<file path="src/rtl/gate_test_pkg.sv">
// rtl/gate_test_pkg.sv - shared types and truth-table constants for the gate tester
package gate_test_pkg;

    typedef enum logic [1:0] {
        IDLE  = 2'd0,
        WAIT  = 2'd1,
        CHECK = 2'd2,
        DONE  = 2'd3
    } state_e;

    localparam int NUM_PATTERNS = 4;

    // Bit i is the expected F for {A,B} = i
    localparam logic [NUM_PATTERNS-1:0] EXP_AND  = 4'b1000;
    localparam logic [NUM_PATTERNS-1:0] EXP_OR   = 4'b1110;
    localparam logic [NUM_PATTERNS-1:0] EXP_XOR  = 4'b0110;
    localparam logic [NUM_PATTERNS-1:0] EXP_NAND = 4'b0111;

endpackage

</file>
<file path="src/rtl/settle_timer.sv">
// rtl/settle_timer.sv - loadable down-counter with zero flag for the settle wait
module settle_timer #(
    parameter int WIDTH = 2
) (
    input  logic             clk,
    input  logic             rst_n,
    input  logic             load_i,
    input  logic [WIDTH-1:0] load_val_i,
    input  logic             dec_i,
    output logic             zero_o
);

    logic [WIDTH-1:0] cnt_q;
    logic [WIDTH-1:0] cnt_d;

    // Load wins over decrement; the counter parks at zero
    always_comb begin
        cnt_d = cnt_q;
        if (load_i) begin
            cnt_d = load_val_i;
        end else if (dec_i && (cnt_q != '0)) begin
            cnt_d = cnt_q - 1'b1;
        end
    end

    // Count register
    always_ff @(posedge clk or negedge rst_n) begin
        if (!rst_n) begin
            cnt_q <= '0;
        end else begin
            cnt_q <= cnt_d;
        end
    end

    assign zero_o = (cnt_q == '0);

endmodule

</file>
<file path="src/rtl/gate_tester.sv">
// rtl/gate_tester.sv - drives all A/B patterns into a 2-input gate and checks F
module gate_tester
    import gate_test_pkg::*;
#(
    parameter logic [3:0] EXPECT = 4'b1000,
    parameter int         SETTLE = 2,
    parameter int         ERR_W  = 3
) (
    input  logic             clk,
    input  logic             rst_n,
    input  logic             start,
    output logic             A,
    output logic             B,
    input  logic             F,
    output logic             busy,
    output logic             done,
    output logic             pass,
    output logic [ERR_W-1:0] err_cnt,
    output logic [3:0]       fail_vec
);

    localparam int         TW       = $clog2(SETTLE) + 1;
    localparam logic [TW-1:0] RELOAD = TW'(SETTLE - 1);
    localparam logic [1:0] LAST_IDX = 2'(NUM_PATTERNS - 1);

    state_e           state_q;
    logic [1:0]       idx_q;
    logic             a_q;
    logic             b_q;
    logic             busy_q;
    logic             done_q;
    logic [ERR_W-1:0] err_q;
    logic [ERR_W-1:0] err_d;
    logic [3:0]       fail_q;
    logic             accept;
    logic             mismatch;
    logic             tmr_load;
    logic             tmr_dec;
    logic             tmr_zero;

    // Start is only honoured when no run is in progress
    assign accept   = ((state_q == IDLE) || (state_q == DONE)) && start;
    assign mismatch = (F != EXPECT[idx_q]);
    // Saturating increment of the error counter
    assign err_d    = (err_q == '1) ? err_q : err_q + 1'b1;
    // Reload the settle wait whenever A/B are about to change to a new pattern
    assign tmr_load = accept || ((state_q == CHECK) && (idx_q != LAST_IDX));
    assign tmr_dec  = (state_q == WAIT);

    settle_timer #(
        .WIDTH (TW)
    ) u_timer (
        .clk        (clk),
        .rst_n      (rst_n),
        .load_i     (tmr_load),
        .load_val_i (RELOAD),
        .dec_i      (tmr_dec),
        .zero_o     (tmr_zero)
    );

    // Run sequencer with registered pattern, status and result outputs
    always_ff @(posedge clk or negedge rst_n) begin
        if (!rst_n) begin
            state_q <= IDLE;
            idx_q   <= 2'd0;
            a_q     <= 1'b0;
            b_q     <= 1'b0;
            busy_q  <= 1'b0;
            done_q  <= 1'b0;
            err_q   <= '0;
            fail_q  <= 4'd0;
        end else begin
            case (state_q)
                IDLE, DONE: begin
                    if (start) begin
                        state_q <= WAIT;
                        idx_q   <= 2'd0;
                        a_q     <= 1'b0;
                        b_q     <= 1'b0;
                        busy_q  <= 1'b1;
                        done_q  <= 1'b0;
                        err_q   <= '0;
                        fail_q  <= 4'd0;
                    end
                end
                WAIT: begin
                    if (tmr_zero) begin
                        state_q <= CHECK;
                    end
                end
                CHECK: begin
                    if (mismatch) begin
                        fail_q[idx_q] <= 1'b1;
                        err_q         <= err_d;
                    end
                    if (idx_q != LAST_IDX) begin
                        idx_q      <= idx_q + 2'd1;
                        {a_q, b_q} <= idx_q + 2'd1;
                        state_q    <= WAIT;
                    end else begin
                        a_q     <= 1'b0;
                        b_q     <= 1'b0;
                        busy_q  <= 1'b0;
                        done_q  <= 1'b1;
                        state_q <= DONE;
                    end
                end
                default: state_q <= IDLE;
            endcase
        end
    end

    assign A        = a_q;
    assign B        = b_q;
    assign busy     = busy_q;
    assign done     = done_q;
    assign err_cnt  = err_q;
    assign fail_vec = fail_q;
    assign pass     = done_q && (err_q == '0);

endmodule

</file>
<file path="config.mk">
export PLATFORM = sky130hd
export DESIGN_NAME = gate_tester
export DESIGN_NICKNAME = d
export VERILOG_FILES = /design/src/rtl/gate_test_pkg.sv /design/src/rtl/settle_timer.sv /design/src/rtl/gate_tester.sv
export SDC_FILE = /design/constraint.sdc
export NUM_CORES = 1
export LEC_CHECK = 0
export BUFFER_PORTS_ARGS = -buffer_cell sky130_fd_sc_hd__buf_2
export CAP_MARGIN = 20
export CORE_ASPECT_RATIO = 1.1
export CORE_UTILIZATION = 55
export CTS_BUF_LIST = sky130_fd_sc_hd__clkbuf_4 sky130_fd_sc_hd__clkbuf_8
export DETAILED_ROUTE_END_ITERATION = 10
export GPL_TIMING_DRIVEN = 0
export MAX_ROUTING_LAYER = met4
export PLACE_DENSITY = 0.83
export SYNTH_ARGS = -nofsm -noshare
export SYNTH_HDL_FRONTEND = slang
export SYNTH_SLANG_ARGS = --single-unit
</file>
<file path="constraint.sdc">
create_clock -name clk -period 2.03 [get_ports clk]
set_clock_uncertainty 0.2 [all_clocks]
set_input_delay 0.406 -clock clk [delete_from_list [all_inputs] [get_ports clk]]
set_output_delay 0.406 -clock clk [all_outputs]
set_load 0.02 [all_outputs]
</file>
==> Word level (Yosys, flattened, before mapping) <==
Cells that the tools add are included.
{ "op_classes": {"add_sub_neg": 3, "n_lt_le_gt_ge": 2, "eq_ne": 12, "n_mux": 30, "bitwise_logic": 1, "reduce_logical": 20} }
{ "ops": {"columns": ["op", "count"], "rows": [
  ["$mux W2", 7],
  ["$ne A2 B2 Y1 const B", 6],
  ["$mux W3", 3],
  ["$reduce_and A3 Y1", 3],
  ["$mux W1", 8],
  ["$mux W4", 2],
  ["$pmux W1 S2", 4],
  ["$pmux W4 S2", 1],
  ["$pmux W2 S3", 1],
  ["$pmux W3 S2", 1],
  ["$reduce_bool A2 Y1", 3],
  ["$logic_and A1 B1 Y1", 5],
  ["$eq A2 B2 Y1 const B", 2],
  ["$logic_not A2 Y1", 2],
  ["$or A4 B4 Y4", 1],
  ["$pmux W2 S2", 1],
  ["$reduce_and A2 Y1", 2],
  ["$reduce_and A4 Y1", 1],
  ["$add A3 B1 Y3 const B", 1],
  ["$eq A3 B3 Y1 const B", 1],
  ["$logic_not A3 Y1", 1],
  ["$lt A2 B3 Y1 const B", 1],
  ["$add A2 B1 Y2 const B", 1],
  ["$bmux W1 S2", 1],
  ["8 further kinds", 9]
]} }
{ "word_totals": {"reg_bits": 17, "output_inout_bits": 12} }

==> Logic depth before layout (Yosys ltp) <==
{ "logic_depth": {"depth_word": 7, "depth_mapped": 7, "ltp_nobuf": 5} }

==> Hierarchy <==
From an unflattened synthesis, not the netlist that was laid out.
{ "unflattened": {"hier_cells": 108, "hier_area_um2": 1098.6} }
{ "modules_own_cells": {"columns": ["mod", "instances", "cells_each", "area_each_um2"], "rows": [
  ["gate_tester", 1, 95, 967.2],
  ["settle_timer", 1, 13, 131.4]
]} }

==> Worst setup path after synthesis <==
Ideal clock, no wire load.
{ "synth_path": {"kind": "flip-flop to flip-flop", "from": "register state_q[0]", "to": "register fail_q[0] (netlist: fail_vec[0])", "setup_ns": 0.121, "arrival_ns": 1.497, "required_ns": 1.709, "slack_ns": 0.212, "path_stages_with_launch": 7, "path_buffers": 1, "period_less_slack_ns": 1.818, "path_cell_list": "dfrtp_1 inv_1 ha_1 buf_6 nor2b_1 or3_4 a22o_1"} }
{ "synth_via": {"elab_chain_cells": 4, "elab_cells_between_ends": 9} }
{ "synth_lines": {"columns": ["element", "line_no", "text"], "rows": [
  ["start, declared", "gate_tester.sv:26", "state_e state_q;"],
  ["start signal, assigned", "gate_tester.sv:64", "state_q <= IDLE;"],
  ["start signal, assigned", "gate_tester.sv:76", "state_q <= WAIT;"],
  ["start signal, assigned", "gate_tester.sv:88", "state_q <= CHECK;"],
  ["$eq A2 B2 Y1 / $logic_not A2 Y1 (equally long branches)", "gate_tester.sv:73", "case (state_q)"],
  ["$reduce_or A2 Y1", "gate_tester.sv:73", null],
  ["$ne A2 B2 Y1 (no source line) / $reduce_bool A2 Y1 (equally long branches)", null, null],
  ["$reduce_and A3 Y1 (no source line)", null, null],
  ["end signal, assigned", "gate_tester.sv:71", "fail_q <= 4'd0;"],
  ["end signal, assigned", "gate_tester.sv:83", "fail_q <= 4'd0;"],
  ["end signal, assigned by index", "gate_tester.sv:93", "fail_q[idx_q] <= 1'b1;"],
  ["end, declared", "gate_tester.sv:34", "logic [3:0] fail_q;"]
]} }
Several ways; a longest one is shown, not always the timed one.
A chain may end at the register's enable or synchronous reset.

==> Final worst setup path <==
Same ends and word-level chain as after synthesis.

==> results by group <==
Status
  – Status: complete, no violations

Yosys
  – Adder-Cell Fraction of Synth Area: around 16%
  – Syn. warnings: 0
  – Multiplexer share of the synthesized area: between 5 and 6%
  – Post-Synth Simple-Gate Area: between 10% and 20%
  – Sequential share of the synthesized area: roughly 42%
  – Compound-Gate Fraction of Synth Area: a little over an eighth
  – Synth area leaders: dfrtp_1, ha_1, mux2i_1
  – Synth top area share: 42.1%
  – Net Count, Synth: between 100 and 150
  – Post-Synthesis Cells: 96
  – Netlist cell types: 30
  – Yosys top cell by area: dfrtp_1
  – Seq cells post-synth: 17
  – Syn Std Cell Area: slightly above 0.001 mm²
  – Largest family of logic cells by synthesized area: adder cells
  – Syn_area_per_cell: approximately 11 µm²
  – Post-synthesis xor/xnor area fraction: 1.73%

Timing
  – Final setup fails: 0
  – Tcrit/Tclk final: between 90% and 100%
  – RSZ-0062 raised after global routing: false
  – Fin. Hold Viols: 0
  – F_max: around 0.5 GHz
  – Final Slew Violations: 0
  – Setup TNS: 0 ps
  – Slew HR: between 70% and 80%
  – Fin crit period: just under 2000 ps
  – Worst-Margin Slew: about 390 ps

Placement
  – Hpwl dp: between 1000 and 1500 µm
  – Routability cong.: between 0.7 and 0.8
  – PortBufs: 15

Global routing
  – Vias in the first global route: 713
  – Most Crowded Layer GR: met2
  – Antenna violations before repair: 0
  – GR Overflow Total: 0
  – Largest net degree at the start of global routing: 18
  – Met1 usage: 24.0%
  – Total GRT Usage: about a fifth
  – Met2 global-route usage: 38.2%
  – First-pass GRT wire length: 3030 µm
  – Grt met3 use: between 2 and 2.5%

Cells and area
  – Multi-input logic area: between 500 and 600 µm²
  – Layout cells sized above 1: 21.6%
  – Commonest cells after routing, fill and taps aside: dfrtp_1, buf_2, ha_1
  – Area occupied by registers: 425 µm²
  – Nets@finish: 134
  – Inserted Diodes: 0
  – # fillers: 122
  – Util after Layout: a little over two thirds
  – Area Overhead vs Synth: 13.5%

Floorplan
  – Chip Height: between 40 and 50 µm
  – Initial Util: between 60% and 70%
  – Core ar.: 0.00165 mm²
  – Die footprint: 0.00201 mm²
  – Die width: between 40 and 50 µm
  – Standard-cell row count: 15
  – I/O pins: 16

Power and ir drop
  – Cell area power density: roughly 1200 mW/mm²
  – P_leak: just over 0.6 nW
  – Worst vdd ir: between 500 and 600 µV

Clock network
  – Post_cts resized: 0
  – Clock Path Buffers: 2
  – CTS clk-pin slew, worst paths: about 100 ps
  – CTS H-tree lvls: 1
  – CTS Sinks: 17
  – Post-CTS Setup Bufs: 0
  – CTS Hold Bufs: 1
  – Clk_lat worst skew: 290 ps
  – CTS tree: built
  – Clock tree root driver cell: clkbuf_4
  – TritonCTS buffer count: 3

Worst setup path
  – Type of the worst setup path: flop to flop
  – Arrival @ worst endpoint: about 1900 ps
  – Crit end category: flop
  – CP Data Required Time: a little over 2000 ps
  – CP max FO: 9
  – Register-to-Register Path Depth: 6
  – Startpoint Class: flop

Detailed routing
  – Routed Antenna Nets: 0
  – Routed via count: ~770
  – Drc violations: 0
  – Final WL: ~1800 µm
  – Drt first pass iters: 4
  – Avg WL per Cell: ~14 µm
  – DR iter-0 viols: 26
  – Vias per cell: around 5.8

Min path
  – Hold path depth: 3
  – HP Class: input port to flop

Flow run
  – MaxCap Viol Count: 0
flip-flops by register name, summed over array words and instances (netlist names):
name and count:
state_q 2, B 1, idx_q 2, busy 1, u_timer.cnt_q 2, err_cnt 3, A 1, done 1
fail_vec 4
critical path, cell delays in order (launching register included):
cell and delay (ps):
dfrtp_1 390, inv_1 90, ha_1 300, buf_6 140, nor2b_1 160, or3_4 360, a22o_1 190
cell families after synthesis:
| group | count (synthesis) |
|---|---|
| AOI/OAI and AO/OA | 18 |
| muxes | 6 |
| and+or+nand+nor | 27 |
| xor gates and xnor gates | 2 |
| DFF | 17 |
| buffers and inverters | 13 |
| adders and majority gates | 13 |
stage by stage:
step           std cells  cell area, µm²  setup WS, ps  power, W  hold WS [ps]
2_1_floorplan         96            1010           212   0.00105         -89.6
3_3_place_gp         128            1110           156   0.00117           143
3_5_place_dp         128            1110           112   0.00122           151
4_1_cts              133            1150          96.6   0.00141           260
5_1_grt              133            1150          1.32   0.00152           304
6_report             133            1150          84.4   0.00141           265
cells in the mapped netlist:
library cell	n
dfrtp_1	17
ha_1	13
inv_1	10
nand2_1	9
mux2i_1	6
a22o_1	5
a21oi_1	3
nand2b_1	3
nand3_1	3
buf_2	2
nor2_1	2
nor2b_1	2
o21ai_0	2
o2bb2ai_1	2
or2_2	2
a211oi_1	1
a32o_1	1
a32oi_1	1
and3_1	1
and3b_1	1
and4b_1	1
buf_6	1
nand3b_1	1
nand4b_1	1
o211ai_1	1
o21a_1	1
o22ai_1	1
or3_4	1
xnor2_1	1
xor2_1	1
routing by layer:
layer | wire (µm) | vias up
li1 | - | 371
met1 | 819 | 360
met2 | 883 | 26
met3 | 76 | 8
met4 | 30 | 0
met5 | 0 | -
cell type report:
type,count,area share [%]
clock buffer,4,2.62
multi-input combinational,66,45.9
inverter,10,3.27
buffer,3,1.85
tap,17,1.85
sequential,17,37.1
timing repair buffer,16,7.42
final timing paths:
kind,end,slack [ps],start
min,u_timer.cnt_q[0],270,start
max reg2reg,fail_vec[0],80,state_q[0]
max,fail_vec[0],80,state_q[0]
min in group asynchronous,busy,350,rst_n
min reg2reg,B,300,B
max in group asynchronous,err_cnt[1],1010,rst_n
power breakdown:
group	internal (W)	total, W	switching [W]
clock	0.0000898	0.000200	0.000110
sequential	0.000416	0.000487	0.0000704
combinational	0.000314	0.000725	0.000411
total	0.000820	0.00141	0.000591
(Power assumes the default switching activity.)
